[src/rtl/load_store_unit_if.sv]
// Memory-side bus of the load/store unit: one outstanding request, completed by ack.
interface load_store_unit_if #(
    parameter int XLEN = 32
);
    logic            mem_req;
    logic            mem_we;
    logic [XLEN-1:0] mem_addr;
    logic [XLEN-1:0] mem_wdata;
    logic [3:0]      mem_wstrb;
    logic [XLEN-1:0] mem_rdata;
    logic            mem_ack;

    // The load/store unit issues requests.
    modport master (
        output mem_req, mem_we, mem_addr, mem_wdata, mem_wstrb,
        input  mem_rdata, mem_ack
    );

    // The memory answers them.
    modport slave (
        input  mem_req, mem_we, mem_addr, mem_wdata, mem_wstrb,
        output mem_rdata, mem_ack
    );
endinterface

[src/rtl/load_store_unit.sv]
// RV32 load/store unit: decodes one load or store, checks alignment, performs a
// single word-addressed memory access and returns the extended load result.
module load_store_unit #(
    parameter int XLEN = 32
) (
    input  logic             clk,
    input  logic             rst_n,
    input  logic             start,
    input  logic [11:0]      operation,
    input  logic [XLEN-1:0]  addr,
    input  logic [XLEN-1:0]  store_data,
    output logic             busy,
    output logic             done,
    output logic             err,
    output logic [XLEN-1:0]  load_data,
    load_store_unit_if.master mem
);

    typedef enum logic [1:0] {
        IDLE   = 2'd0,
        ACCESS = 2'd1,
        RESP   = 2'd2
    } state_t;

    localparam logic [6:0] OPC_LOAD  = 7'b0000011;
    localparam logic [6:0] OPC_STORE = 7'b0100011;

    state_t state, state_next;

    logic [6:0]      opcode;
    logic [2:0]      funct3;
    logic            is_load;
    logic            is_store;
    logic            misaligned;
    logic            access_ok;
    logic            accept;
    logic [XLEN-1:0] wdata_next;
    logic [3:0]      wstrb_next;
    logic [XLEN-1:0] load_next;
    logic [7:0]      rbyte;
    logic [15:0]     rhalf;

    logic [2:0]      funct3_q;
    logic [1:0]      lane_q;
    logic            err_q;
    logic            we_q;
    logic [XLEN-1:0] maddr_q;
    logic [XLEN-1:0] wdata_q;
    logic [3:0]      wstrb_q;
    logic [XLEN-1:0] load_data_q;
    logic            mem_req_c;

    // Bits [11:10] of the operation word carry no meaning for this unit.
    logic unused_op_bits;
    assign unused_op_bits = &{1'b0, operation[11:10]};

    assign opcode = operation[6:0];
    assign funct3 = operation[9:7];
    assign accept = (state == IDLE) && start;

    // Decode legality, alignment and the store lane formatting of the incoming request.
    always_comb begin
        // NOTE: every output of a combinational block gets a default first so no path leaves it unassigned (no latch).
        is_load    = 1'b0;
        is_store   = 1'b0;
        misaligned = 1'b0;
        wdata_next = '0;
        wstrb_next = 4'b0000;
        if (opcode == OPC_LOAD) begin
            is_load = (funct3 == 3'b000) || (funct3 == 3'b001) || (funct3 == 3'b010) ||
                      (funct3 == 3'b100) || (funct3 == 3'b101);
        end
        if (opcode == OPC_STORE) begin
            is_store = (funct3 == 3'b000) || (funct3 == 3'b001) || (funct3 == 3'b010);
        end
        case (funct3[1:0])
            2'b01:   misaligned = addr[0];
            2'b10:   misaligned = (addr[1:0] != 2'b00);
            default: misaligned = 1'b0;
        endcase
        if (is_store) begin
            case (funct3[1:0])
                2'b00: begin
                    wdata_next = {4{store_data[7:0]}};
                    wstrb_next = 4'b0001 << addr[1:0];
                end
                2'b01: begin
                    wdata_next = {2{store_data[15:0]}};
                    wstrb_next = addr[1] ? 4'b1100 : 4'b0011;
                end
                default: begin
                    wdata_next = store_data;
                    wstrb_next = 4'b1111;
                end
            endcase
        end
    end

    assign access_ok = (is_load || is_store) && !misaligned;

    // Select and extend the addressed lane of the returned read word.
    always_comb begin
        rbyte     = mem.mem_rdata[{lane_q, 3'b000} +: 8];
        rhalf     = mem.mem_rdata[{lane_q[1], 4'b0000} +: 16];
        case (funct3_q)
            3'b000:  load_next = {{(XLEN-8){rbyte[7]}}, rbyte};
            3'b001:  load_next = {{(XLEN-16){rhalf[15]}}, rhalf};
            3'b100:  load_next = {{(XLEN-8){1'b0}}, rbyte};
            3'b101:  load_next = {{(XLEN-16){1'b0}}, rhalf};
            default: load_next = mem.mem_rdata;
        endcase
    end

    // State register.
    always_ff @(posedge clk) begin
        // NOTE: sequential state uses non-blocking assignments so every register samples pre-edge values.
        if (!rst_n) begin
            state <= IDLE;
        end else begin
            state <= state_next;
        end
    end

    // Next-state logic: errors skip the memory access and go straight to the response.
    always_comb begin
        state_next = state;
        case (state)
            IDLE: begin
                if (start) begin
                    state_next = access_ok ? ACCESS : RESP;
                end
            end
            ACCESS: begin
                if (mem.mem_ack) begin
                    state_next = RESP;
                end
            end
            RESP:    state_next = IDLE;
            default: state_next = IDLE;
        endcase
    end

    // Outputs decoded from the state alone.
    always_comb begin
        busy      = (state != IDLE);
        done      = (state == RESP);
        mem_req_c = (state == ACCESS);
    end

    // Capture the request on acceptance and the load result on the ack of a read.
    always_ff @(posedge clk) begin
        if (!rst_n) begin
            funct3_q    <= 3'b000;
            lane_q      <= 2'b00;
            err_q       <= 1'b0;
            we_q        <= 1'b0;
            maddr_q     <= '0;
            wdata_q     <= '0;
            wstrb_q     <= 4'b0000;
            load_data_q <= '0;
        end else begin
            if (accept) begin
                funct3_q <= funct3;
                lane_q   <= addr[1:0];
                err_q    <= !access_ok;
                if (access_ok) begin
                    maddr_q <= {addr[XLEN-1:2], 2'b00};
                    we_q    <= is_store;
                    wdata_q <= wdata_next;
                    wstrb_q <= wstrb_next;
                end
            end
            if ((state == ACCESS) && mem.mem_ack && !we_q) begin
                load_data_q <= load_next;
            end
        end
    end

    assign err           = err_q;
    assign load_data     = load_data_q;
    assign mem.mem_req   = mem_req_c;
    assign mem.mem_we    = we_q;
    assign mem.mem_addr  = maddr_q;
    assign mem.mem_wdata = wdata_q;
    assign mem.mem_wstrb = wstrb_q;

endmodule

[src/flat_wrapper.sv]
// flat-port wrapper written by rule: the top's interface ports become plain ports
module load_store_unit_flat 
#(
    parameter int XLEN = 32
)
  (clk, rst_n, start, operation, addr, store_data, busy, done, err, load_data, mem_mem_req, mem_mem_we, mem_mem_addr, mem_mem_wdata, mem_mem_wstrb, mem_mem_rdata, mem_mem_ack);
  load_store_unit_if #(.XLEN(XLEN)) mem_i ();
  input  logic clk;
  input  logic rst_n;
  input  logic start;
  input  logic [11:0] operation;
  input  logic [XLEN-1:0] addr;
  input  logic [XLEN-1:0] store_data;
  output logic busy;
  output logic done;
  output logic err;
  output logic [XLEN-1:0] load_data;
  output wire logic [$bits(mem_i.mem_req)-1:0] mem_mem_req;
  output wire logic [$bits(mem_i.mem_we)-1:0] mem_mem_we;
  output wire logic [$bits(mem_i.mem_addr)-1:0] mem_mem_addr;
  output wire logic [$bits(mem_i.mem_wdata)-1:0] mem_mem_wdata;
  output wire logic [$bits(mem_i.mem_wstrb)-1:0] mem_mem_wstrb;
  input wire logic [$bits(mem_i.mem_rdata)-1:0] mem_mem_rdata;
  input wire logic [$bits(mem_i.mem_ack)-1:0] mem_mem_ack;
  assign mem_mem_req = mem_i.mem_req;
  assign mem_mem_we = mem_i.mem_we;
  assign mem_mem_addr = mem_i.mem_addr;
  assign mem_mem_wdata = mem_i.mem_wdata;
  assign mem_mem_wstrb = mem_i.mem_wstrb;
  assign mem_i.mem_rdata = mem_mem_rdata;
  assign mem_i.mem_ack = mem_mem_ack;
  load_store_unit #(.XLEN(XLEN)) u_core (.clk(clk), .rst_n(rst_n), .start(start), .operation(operation), .addr(addr), .store_data(store_data), .busy(busy), .done(done), .err(err), .load_data(load_data), .mem(mem_i));
endmodule
[config.mk]
export PLATFORM = sky130hd
export DESIGN_NAME = load_store_unit_flat
export DESIGN_NICKNAME = d
export VERILOG_FILES = /design/src/rtl/load_store_unit_if.sv /design/src/rtl/load_store_unit.sv /design/src/flat_wrapper.sv
export SDC_FILE = /design/constraint.sdc
export NUM_CORES = 1
export LEC_CHECK = 0
export ABC_AREA = 0
export BUFFER_PORTS_ARGS = -buffer_cell sky130_fd_sc_hd__buf_2
export CORE_ASPECT_RATIO = 0.7
export CORE_MARGIN = 5
export CORE_UTILIZATION = 50
export CTS_CLUSTER_DIAMETER = 100
export CTS_CLUSTER_SIZE = 12
export DETAILED_ROUTE_END_ITERATION = 6
export HOLD_SLACK_MARGIN = 0.15
export PLACE_DENSITY = 0.83
export SYNTH_ARGS = -nofsm -noshare
export SYNTH_HDL_FRONTEND = slang
export SYNTH_SLANG_ARGS = --single-unit
[constraint.sdc]
create_clock -name clk -period 4 [get_ports clk]
set_input_delay 0.4 -clock clk [delete_from_list [all_inputs] [get_ports clk]]
set_output_delay 0.4 -clock clk [all_outputs]
set_load 0.1 [all_outputs]
==> qor.csv <==
metric;value;unit
hold_buffers;0;
yosysWarningCount;0;
cts.repair.resized;0;
drc;0;
syn-cell-area;0.00503;mm^2
power_frac_clock;0.409;
portBuffers;212;
async_reset_ff_frac;0;
p_int;1.67;mW
rows;30;
critical_path.endpoint_type;flop;
path_class;flop to flop;
antennaDiodeCount;0;
synth_xor_area_frac;0;
place_hpwl;11.8;mm
min-delay-start;addr[21];
p_switching;0.578;mW
ys_types;35;
cp_slowest_cell;a211oi_1;
arrival;2.90;ns
clock_skew;0.00732;ns
fin_setup_tns;0;ns
synth_edf_count;0;
layout-drive-gt1-share;0.341;
critPathMaxFanout;22;
final_core_util;0.654;
cts_buffer_depth;2;
synth_seq_cells;107;
reg2reg_from;u_core.funct3_q[0];
combPwrFrac;0.112;
initial_utilization;0.515;
power_density;352;mW/mm^2
slew_violations;0;
synthCells;592;
path_clk_slew;0.08;ns
cap_violations;0;
worstHoldPathType;primary input to flop;
vias;4930;
postCtsSetupRepairBufs;0;
drtIter0Drc;374;
fmax;0.364;GHz
min_to;u_core.mem.mem_addr[21];
area_growth;27.1;%
final_cell_mix;buf_2 (211), nand2_1 (161), dfxtp_1 (107), mux2i_1 (71), o21ai_0 (45);
cts-root-buf;clkbuf_16;
grt_usage;0.249;
hold_viol;0;
outcome;complete, no violations;
die_area;0.0122;mm^2
r2r_cells;4;
yosys.area_share.adder;0.00747;
route.detailed.vias_per_inst;5.45;
antenna_left;0;
post_drt_wl_per_cell;17.4;um
worstMarginPinSlew;1.34;ns
synth_top_family_by_area;multiplexers;
coreArea;0.00976;mm^2
crit_chain;nand2b_1 > o22ai_1 > a211oi_1 > a2111oi_0;
nNetsFinal;887;
synth_compound_area_frac;0.147;
finalPower;2.25;mW
grt_remaining_overflow;0;
synthMuxAreaShare;0.191;
final_cells;905;
p_leak;2.80;nW
p_seq_frac;0.479;
max_stage_delay;0.86;ns
finalCritPeriodShare;0.687;
wirelength;15.7;mm
routabilityCongestion;0.907;
clk_latency;0.34;ns
grt_pass1_vias;4625;
cts_buffers;9;
min_path_cells;3;
fin_hold_ws;0.297;ns
switching_share;0.258;
dr.pass1.iters;5;
rsz0062_at_grt;false;
r2r_slack;1.25;ns
cp_data_required_time;4.16;ns
fp.dieW;130;um
final_common_cell;buf_2;
cts_tree;built;
setup_viol;0;
antenna_found_initial;0;
crit_path_start_kind;flop;
slew_headroom;0.104;
synth_seq_area_share;0.426;
dp.cells;889;
synth-simple-area-share;0.176;
synth_area_per_cell;8.49;um^2
r2r_end;u_core.load_data[12];
ir_worst_vdd;197;uV
num-fill-cells;821;
cts_sinks;107;
htree_levels;3;
die_h;93.9;um
ios;217;
grt_pass1_wl;24.2;mm
period_minus_slack;2.75;ns
grt_max_degree;107;
ys_dominant_reg_cell;dfxtp_1;
[sequential cells by signal (all words and copies together) (netlist names)]
| register | cells |
|---|---|
| u_core.load_data | 32 |
| u_core.mem.mem_wdata | 32 |
| u_core.mem.mem_addr | 30 |
| u_core.mem.mem_wstrb | 4 |
| u_core.funct3_q | 3 |
| u_core.lane_q | 2 |
| u_core.state | 2 |
| u_core.err | 1 |
| u_core.mem.mem_we | 1 |
[metrics by stage]
stage | setup slack [ns] | cell area (um^2)
floorplan | 1.80 | 5030
global placement | 1.17 | 6070
detailed placement | 0.986 | 6070
CTS | 1.33 | 6390
global route | 1.02 | 6390
finish | 1.25 | 6390
[Yosys cell counts (2+ instances only)]
master,n,area share
a2111oi_0,8,0.014
a21boi_0,2,0.0030
a21o_1,7,0.010
a21oi_1,34,0.034
a22oi_1,15,0.022
a31oi_1,7,0.0087
buf_2,2,0.0020
buf_4,7,0.010
buf_8,2,0.0060
clkbuf_1,38,0.028
dfxtp_1,107,0.43
ha_1,3,0.0075
inv_1,7,0.0052
mux2_2,22,0.049
mux2i_1,71,0.14
nand2_1,161,0.12
nand2b_1,2,0.0025
nand3b_1,2,0.0030
nor2_1,16,0.012
nor2b_1,4,0.0050
nor3b_1,8,0.012
o21ai_0,45,0.045
o22ai_1,2,0.0025
or2_2,3,0.0037
or3b_2,7,0.012
[logic make-up (layout without fill, tap and decap cells)]
kind of cell | Yosys count | after routing
other | 1 | 2
multiplexers | 93 | 93
AO/OA/AOI/OAI | 125 | 125
flip-flops | 107 | 107
buffers and inverters | 56 | 240
adder cells (fa/ha/maj) | 3 | 3
AND/OR/NAND/NOR | 207 | 207
[routing by layer]
metal  up-vias  part of all wire  global-route usage
met4         0             0.023              0.0709
met3        34             0.084              0.0557
met5         -                 0                   0
met2       235              0.46               0.383
li1       2391                 -                   -
met1      2270              0.43               0.351
[critical path, delay by kind of cell (launching register included)]
kind,cells,cell delay [ns]
compound gates,3,1.32
simple gates,1,0.69
flops,1,0.55
[worst max path at each step]
stage               depth (start not counted)               start                  endpoint  slack, ns
global route                                4  u_core.funct3_q[0]      u_core.load_data[13]       1.02
CTS                                         8        operation[8]    u_core.mem.mem_addr[7]       1.33
detailed placement                          8        operation[8]    u_core.mem.mem_addr[7]       0.99
global placement                            8        operation[8]    u_core.mem.mem_addr[7]       1.17
finish                                      4  u_core.funct3_q[0]      u_core.load_data[12]       1.25
floorplan                                  10        operation[7]  u_core.mem.mem_wdata[10]       1.80
[power groups by stage]
| stage | combinational (mW) | clock (mW) | sequential, mW |
|---|---|---|---|
| after global routing | 0.272 | 0.988 | 1.08 |
| final | 0.252 | 0.918 | 1.08 |
| after global placement | 0.241 | 0 | 1.10 |
| after CTS | 0.248 | 0.940 | 1.08 |
| after detailed placement | 0.246 | 0 | 1.10 |
| after floorplan | 0.143 | 0 | 1.11 |
[final cells by class]
class / instances / area [um^2] / share of cell area
clock buffers: 10 / 229 / 0.0358
clock inverters: 6 / 83.8 / 0.0131
inverters: 7 / 26.3 / 0.00411
multi-input cells: 430 / 2630 / 0.412
flip-flops and latches: 107 / 2140 / 0.335
well taps: 128 / 160 / 0.0251
repair buffers: 217 / 1110 / 0.174
Power figures use the tool's default switching activity.
